===== src/rtl/code_nco_ctrl_pkg.sv =====
// ---------------------------------------------------------------------------
// code_nco_ctrl_pkg
//   Shared definitions for the tracking-channel code NCO controller.
//
//   Contents:
//     nco_state_e         controller state encoding (RUN / SLEW)
//     CHIPS_PER_EPOCH_CA  C/A code length in chips
//     *_WIDTH_DEF         default widths for increment, chip count, slew count
//     last_chip()         index of the final chip of an epoch at a given width
// ---------------------------------------------------------------------------
package code_nco_ctrl_pkg;

  typedef enum logic {
    ST_RUN  = 1'b0,
    ST_SLEW = 1'b1
  } nco_state_e;

  localparam int CHIPS_PER_EPOCH_CA   = 1023;
  localparam int PHASE_INC_WIDTH_DEF  = 24;
  localparam int CHIP_CNT_WIDTH_DEF   = 10;
  localparam int SLEW_WIDTH_DEF       = 11;

  // Index of the last chip in an epoch, sized for a 32-bit compare; callers
  // cast it down to their own counter width.
  function automatic int last_chip(input int chips_per_epoch);
    return chips_per_epoch - 1;
  endfunction

endpackage


===== src/rtl/code_nco_ctrl_hold_reg_hs.sv =====
// ---------------------------------------------------------------------------
// hold_reg_hs
//   One-entry valid/ready holding register. A word is accepted whenever the
//   register is empty and valid_i is high; it stays held (pend_o high) until
//   the consumer pulses take_i. When DROP_ZERO is set, an all-zero word is
//   still handshaken (ready_o was high) but is discarded instead of held.
//
//   Ports:
//     clk      in   system clock
//     reset    in   synchronous, active-high reset (empties the register)
//     data_i   in   WIDTH   word offered by the producer
//     valid_i  in   1       data_i is valid
//     ready_o  out  1       register is empty and can accept a word
//     take_i   in   1       consumer takes the held word this cycle
//     pend_o   out  1       a word is held
//     data_o   out  WIDTH   held word
// ---------------------------------------------------------------------------
module hold_reg_hs #(
  parameter int WIDTH     = 8,
  parameter bit DROP_ZERO = 1'b0
) (
  input  logic             clk,
  input  logic             reset,
  input  logic [WIDTH-1:0] data_i,
  input  logic             valid_i,
  output logic             ready_o,
  input  logic             take_i,
  output logic             pend_o,
  output logic [WIDTH-1:0] data_o
);

  logic             pend_q, pend_d;
  logic [WIDTH-1:0] data_q, data_d;
  logic             xfer;
  logic             keep;

  assign ready_o = ~pend_q;
  assign pend_o  = pend_q;
  assign data_o  = data_q;

  assign xfer = valid_i & ~pend_q;
  // A zero word completes the handshake but is not worth holding.
  assign keep = ~(DROP_ZERO && (data_i == '0));

  always_comb begin
    pend_d = pend_q;
    data_d = data_q;
    // take_i and xfer cannot both act: xfer needs an empty register, and
    // the consumer only takes while the register is full.
    if (take_i) begin
      pend_d = 1'b0;
    end
    if (xfer && keep) begin
      pend_d = 1'b1;
      data_d = data_i;
    end
  end

  always_ff @(posedge clk) begin
    if (reset) begin
      pend_q <= 1'b0;
      data_q <= '0;
    end else begin
      pend_q <= pend_d;
      data_q <= data_d;
    end
  end

endmodule


===== src/rtl/code_nco_ctrl.sv =====
// ---------------------------------------------------------------------------
// code_nco_ctrl
//   Sequencing controller for one tracking channel's code DDS. Counts code
//   chips from rising edges of the DDS MSB, strobes `epoch` once every
//   CHIPS_PER_EPOCH chips, and applies new code-rate increments and
//   code-phase slews (DDS freezes) only on epoch boundaries so that the
//   correlator accumulation intervals stay aligned with the code.
//
//   Ports:
//     clk         in   system clock
//     reset       in   synchronous, active-high reset
//     inc_in      in   PHASE_INC_WIDTH  new code-rate increment
//     inc_valid   in   inc_in is valid
//     inc_ready   out  increment holding register is free
//     slew_cnt    in   SLEW_WIDTH  number of clk cycles to freeze the DDS
//     slew_valid  in   slew_cnt is valid
//     slew_ready  out  slew holding register is free
//     dds_msb     in   MSB of the DDS output (chip clock)
//     dds_inc     out  PHASE_INC_WIDTH  increment driven to the DDS
//     dds_enable  out  DDS enable (low while slewing)
//     epoch       out  one-cycle strobe at each epoch boundary
//     chip_cnt    out  CHIP_CNT_WIDTH  chip index within the epoch
//     slewing     out  high while a slew is in progress
// ---------------------------------------------------------------------------
module code_nco_ctrl
  import code_nco_ctrl_pkg::*;
#(
  parameter int                         PHASE_INC_WIDTH = PHASE_INC_WIDTH_DEF,
  parameter int                         CHIPS_PER_EPOCH = CHIPS_PER_EPOCH_CA,
  parameter int                         CHIP_CNT_WIDTH  = CHIP_CNT_WIDTH_DEF,
  parameter int                         SLEW_WIDTH      = SLEW_WIDTH_DEF,
  parameter logic [PHASE_INC_WIDTH-1:0] INC_RESET_VALUE = '0
) (
  input  logic                       clk,
  input  logic                       reset,
  input  logic [PHASE_INC_WIDTH-1:0] inc_in,
  input  logic                       inc_valid,
  output logic                       inc_ready,
  input  logic [SLEW_WIDTH-1:0]      slew_cnt,
  input  logic                       slew_valid,
  output logic                       slew_ready,
  input  logic                       dds_msb,
  output logic [PHASE_INC_WIDTH-1:0] dds_inc,
  output logic                       dds_enable,
  output logic                       epoch,
  output logic [CHIP_CNT_WIDTH-1:0]  chip_cnt,
  output logic                       slewing
);

  localparam logic [CHIP_CNT_WIDTH-1:0] LAST_CHIP =
    CHIP_CNT_WIDTH'(last_chip(CHIPS_PER_EPOCH));

  // ---- holding registers --------------------------------------------------
  logic                       inc_pend;
  logic [PHASE_INC_WIDTH-1:0] inc_held;
  logic                       inc_take;
  logic                       slew_pend;
  logic [SLEW_WIDTH-1:0]      slew_held;
  logic                       slew_take;

  hold_reg_hs #(
    .WIDTH     (PHASE_INC_WIDTH),
    .DROP_ZERO (1'b0)
  ) u_inc_hold (
    .clk     (clk),
    .reset   (reset),
    .data_i  (inc_in),
    .valid_i (inc_valid),
    .ready_o (inc_ready),
    .take_i  (inc_take),
    .pend_o  (inc_pend),
    .data_o  (inc_held)
  );

  // A zero-length slew would be a no-op freeze, so it is dropped on entry.
  hold_reg_hs #(
    .WIDTH     (SLEW_WIDTH),
    .DROP_ZERO (1'b1)
  ) u_slew_hold (
    .clk     (clk),
    .reset   (reset),
    .data_i  (slew_cnt),
    .valid_i (slew_valid),
    .ready_o (slew_ready),
    .take_i  (slew_take),
    .pend_o  (slew_pend),
    .data_o  (slew_held)
  );

  // ---- chip edge / epoch --------------------------------------------------
  logic                      msb_prev_q;
  logic [CHIP_CNT_WIDTH-1:0] chip_cnt_q, chip_cnt_d;
  logic                      epoch_q;
  logic                      chip_edge;
  logic                      epoch_hit;

  assign chip_edge = dds_msb & ~msb_prev_q;
  assign epoch_hit = chip_edge & (chip_cnt_q == LAST_CHIP);

  always_comb begin
    chip_cnt_d = chip_cnt_q;
    if (chip_edge) begin
      chip_cnt_d = (chip_cnt_q == LAST_CHIP) ? '0 : chip_cnt_q + 1'b1;
    end
  end

  // ---- RUN / SLEW state machine -------------------------------------------
  nco_state_e                 state_q, state_d;
  logic [SLEW_WIDTH-1:0]      slew_rem_q, slew_rem_d;
  logic [PHASE_INC_WIDTH-1:0] dds_inc_q, dds_inc_d;

  always_comb begin
    state_d    = state_q;
    slew_rem_d = slew_rem_q;
    dds_inc_d  = dds_inc_q;
    inc_take   = 1'b0;
    slew_take  = 1'b0;

    case (state_q)
      ST_RUN: begin
        if (epoch_hit && slew_pend) begin
          state_d    = ST_SLEW;
          slew_rem_d = slew_held;
          slew_take  = 1'b1;
        end
      end
      ST_SLEW: begin
        // The remaining count is N on the first frozen cycle and 1 on the
        // last, so the DDS sits disabled for exactly N cycles.
        slew_rem_d = slew_rem_q - 1'b1;
        if (slew_rem_q == SLEW_WIDTH'(1)) begin
          state_d = ST_RUN;
        end
      end
      default: begin
        state_d = ST_RUN;
      end
    endcase

    // Rate updates are independent of the slew path, so a pending increment
    // and a pending slew land on the same cycle.
    if (epoch_hit && inc_pend) begin
      dds_inc_d = inc_held;
      inc_take  = 1'b1;
    end
  end

  always_ff @(posedge clk) begin
    if (reset) begin
      msb_prev_q <= 1'b0;
      chip_cnt_q <= '0;
      epoch_q    <= 1'b0;
      state_q    <= ST_RUN;
      slew_rem_q <= '0;
      dds_inc_q  <= INC_RESET_VALUE;
    end else begin
      msb_prev_q <= dds_msb;
      chip_cnt_q <= chip_cnt_d;
      epoch_q    <= epoch_hit;
      state_q    <= state_d;
      slew_rem_q <= slew_rem_d;
      dds_inc_q  <= dds_inc_d;
    end
  end

  // ---- outputs ------------------------------------------------------------
  assign dds_inc    = dds_inc_q;
  assign dds_enable = (state_q == ST_RUN);
  assign slewing    = (state_q == ST_SLEW);
  assign epoch      = epoch_q;
  assign chip_cnt   = chip_cnt_q;

endmodule


===== config.mk =====
export PLATFORM = sky130hd
export DESIGN_NAME = code_nco_ctrl
export DESIGN_NICKNAME = d
export VERILOG_FILES = /design/src/rtl/code_nco_ctrl_pkg.sv /design/src/rtl/code_nco_ctrl_hold_reg_hs.sv /design/src/rtl/code_nco_ctrl.sv
export SDC_FILE = /design/constraint.sdc
export NUM_CORES = 1
export LEC_CHECK = 0
export CAP_MARGIN = 20
export CELL_PAD_IN_SITES_DETAIL_PLACEMENT = 0
export CELL_PAD_IN_SITES_GLOBAL_PLACEMENT = 1
export CORE_ASPECT_RATIO = 0.5
export CORE_MARGIN = 5
export CORE_UTILIZATION = 40
export CTS_BUF_LIST = sky130_fd_sc_hd__clkbuf_16
export CTS_CLUSTER_SIZE = 24
export DETAILED_ROUTE_END_ITERATION = 12
export GPL_ROUTABILITY_DRIVEN = 1
export PLACE_DENSITY_LB_ADDON = 0.1
export REMOVE_ABC_BUFFERS = 1
export SLEW_MARGIN = 40
export SYNTH_ARGS = -nofsm -noshare
export SYNTH_HDL_FRONTEND = slang
export SYNTH_SLANG_ARGS = --single-unit

===== constraint.sdc =====
create_clock -name clk -period 4.99 [get_ports clk]
set_input_delay 0.998 -clock clk [delete_from_list [all_inputs] [get_ports clk]]
set_output_delay 0.998 -clock clk [all_outputs]
set_load 0.03 [all_outputs]

==> summary.md <==
| Metric | Value |
|---|---|
| Status | `finished clean` |
| Pin count of the biggest net entering global routing | `53` |
| Antenna fix cells | `0` |
| Crit start category | `input pin` |
| Yosys top cell area share | `0.470` |
| Vias per cell | `slightly above 5` |
| Hold Vio Cnt, Final | `0` |
| Part of the power in registers | `0.470` |
| Area grow syn2layout | `31.5%` |
| Worst slew pin tran | `around 0.77 ns` |
| Die height | `around 77 um` |
| Max VDD drop | `around 0.23 mV` |
| Most common cell in the netlist | `dfxtp_1` |
| Crit path arrival time | `between 3 and 4 ns` |
| Hold crit path type | `reg2reg` |
| Syn avg cell area | `roughly 8.8 um2` |
| Max-Cap Viols | `0` |
| P_leak | `~1.7 nW` |
| Fin. max-slew vios | `0` |
| Post-synthesis simple-gate area fraction | `0.297` |
| Ys async rst share | `0` |
| All-Layer GR Usage | `0.158` |
| Final period util | `0.637` |
| Filler cell count in the final layout | `769` |
| Top post-synthesis cells by area | `dfxtp_1 47%, nand2_1 6.3%, nand4b_1 6.1%` |
| I/O Pins | `just under 80` |
| Grt ovf | `0` |
| Adder-cell share of the synthesized area | `0.0138` |
| Minimum clock period | `around 3.2 ns` |
| Post_cts resized | `0` |
| Crit-path max cell delay | `0.69 ns` |
| Row count | `24` |
| First-pass GRT wire length | `around 14000 um` |
| Register bit count reported by yosys | `between 80 and 90` |
| WS Path Type | `in2reg` |
| Distinct cell type count after synthesis | `45` |
| RSZ-0062 raised after global routing | `false` |
| CP top delay family | `simple AND/OR/NAND/NOR gates` |
| Mux contribution to synthesized area | `0.0304` |
| Initial antenna violation count | `0` |
| CTS Buffer Depth | `2` |
| Layout Nets | `about 520` |
| Total number of vias | `about 3100` |
| Worst-skew pair later-pin latency | `between 0.3 and 0.4 ns` |
| P per Cell Area | `between 300 and 400 nW/um2` |
| Post-route DRC | `0` |
| Fmax | `0.315 GHz` |
| Die ar. | `between 10000 and 15000 um2` |
| XOR/XNOR share of the synthesized area | `0.0266` |
| Comb power frac | `0.072` |
| Final core utilization | `0.543` |
| Wire per inst | `roughly 15 um` |
| Final instance area | `4760 um2` |
| DRT iter0 DRCs | `between 150 and 200` |
| Largest family of logic cells by synthesized area | `simple AND/OR/NAND/NOR gates` |
| Crit end category | `register` |
| Placed cell area | `roughly 4400 um2` |
| CTS Sinks | `85` |
| Setup Skew | `approximately 0.0045 ns` |
| Root Buffer | `clkbuf_16` |
| # hold bufs at CTS | `0` |
| Post-Synthesis Cell Area | `approximately 3600 um2` |
| Seq/Total Area, Yosys | `0.470` |
| Routed Antenna Nets | `0` |
| Register Area | `~1700 um2` |
| Die Wd | `approximately 140 um` |
| DP HPWL | `~6000 um` |
| Ys Warns | `0` |
| Setup-failing EPs final | `0` |
| CP Max Fanout | `28` |
| Total iterations of the first detailed-routing run | `4` |
| Post-CTS Setup Repair Bufs | `0` |
| Cts bufs inserted | `9` |
| Worst rel slew slack | `0.479` |
| Setup TNS | `0 ns` |
| Starting Density | `0.413` |
| Internal | `about 1.2 mW` |
| Port Buffers | `78` |
| Routability cong. | `0.760` |
| Clock Pin Slew Worst Setup and Hold Paths | `0.06 ns` |
| Area of the multi-input gates | `approximately 1800 um2` |
| CTS tree | `done` |
| H-tree depth | `3` |
| Post-synth top cells | `85 x dfxtp_1, 61 x nand2_1, 31 x a21oi_1, 31 x nor2_1` |
| Layout cells sized above 1 | `0.0753` |
| Switching Fraction | `0.219` |
| Data required, critical path | `between 5 and 6 ns` |
| Vias in the first global route | `2967` |
| Clock power frac | `0.458` |
| Slowest cell on the critical path | `and2_1` |
| Core Region | `approximately 8800 um2` |
| DRT Wirelength | `about 8800 um` |
| Area leader, netlist | `dfxtp_1` |
| Critical path cell sequence | `clkdlybuf4s50_1, nand3b_2, nor4_4, buf_4, and2_1, o21ai_0` |
| Number of buffers and inverters on the critical path | `2` |
| Ys flop type | `dfxtp_1` |
| Sw Pwr | `0.334 mW` |
| EDFF count, synth | `0` |
| Compound-Gate Fraction of Synth Area | `0.111` |
| Cells after synthesis | `410` |
[cells in the final DEF (no fill, tap or decap), types with 3 or more instances in the layout]
cell type	n
nor2_1	31
dfxtp_1	84
clkbuf_16	9
nand2_1	60
nor2b_1	3
a211oi_1	3
nand2b_1	25
clkinv_1	3
a21oi_1	31
a31oi_1	4
nand4b_1	25
nand3_1	11
clkdlybuf4s50_1	77
ha_1	4
xor2_1	4
nor3_1	8
inv_1	8
xnor2_1	7
mux2i_1	11
nor4_1	6
o21ai_0	24
[kinds of logic after synthesis]
family / Yosys count
AND/OR/NAND/NOR: 191
buffers and inverters: 38
multiplexers: 11
adder cells (fa/ha/maj): 4
flip-flops: 85
AO/OA/AOI/OAI: 70
XOR/XNOR: 11
[metal layers]
metal,wire [um],track usage
met4,57,0.0317
met3,535,0.0553
met1,3860,0.192
met2,4310,0.271
met5,0,0
[power by group through the flow]
| stage | Clock (mW) | Sequential [mW] | Combinational [mW] |
|---|---|---|---|
| after detailed placement | 0 | 0.732 | 0.109 |
| after global routing | 0.746 | 0.720 | 0.121 |
| after global placement | 0 | 0.730 | 0.105 |
| after CTS | 0.713 | 0.717 | 0.110 |
| after floorplan | 0 | 0.729 | 0.0464 |
| final | 0.699 | 0.717 | 0.110 |
[final timing paths]
kind	endpoint	depth (start not counted)	start	slack, ns
worst max-delay path	dds_inc[6]	6	dds_msb	1.81
worst min-delay path	u_inc_hold.data_o[10]	2	u_inc_hold.data_o[10]	0.45
worst max register to register	dds_inc[6]	5	chip_cnt[7]	2.56
worst min register to register	u_inc_hold.data_o[10]	2	u_inc_hold.data_o[10]	0.45
[cell type report]
type                            count  area share
Multi-Input combinational cell    287       0.370
Clock buffer                        9      0.0473
Inverter                            9     0.00710
Tap cell                          117      0.0308
Sequential cell                    85       0.358
Clock inverter                      7      0.0187
Timing Repair Buffer               81       0.169
[state kept, by name (all words and copies together), names as in the netlist]
signal and flops:
chip_cnt 10, dds_inc 24, epoch 1, msb_prev_q 1, slew_rem_q 11, slewing 1
u_inc_hold.data_o 24, u_inc_hold.pend_o 1, u_slew_hold.data_o 11, u_slew_hold.pend_o 1
[worst reg2reg max path: stages (launching register included)]
cell and delay [ns]:
dfxtp_1 0.45, nand3_1 0.26, nor4_4 0.30, buf_4 0.33
and2_1 0.70, o21ai_0 0.23
[stage by stage]
| step | cells | power, mW | hold WS, ns | worst slack [ns] |
|---|---|---|---|---|
| 2_1_floorplan | 381 | 0.775 | 0.430 | 2.10 |
| 3_3_place_gp | 578 | 0.835 | 0.444 | 1.57 |
| 3_5_place_dp | 578 | 0.841 | 0.448 | 1.44 |
| 4_1_cts | 594 | 1.54 | 0.456 | 1.78 |
| 5_1_grt | 595 | 1.59 | 0.472 | 1.61 |
| 6_report | 595 | 1.53 | 0.455 | 1.81 |
Power figures use the tool's default switching activity.
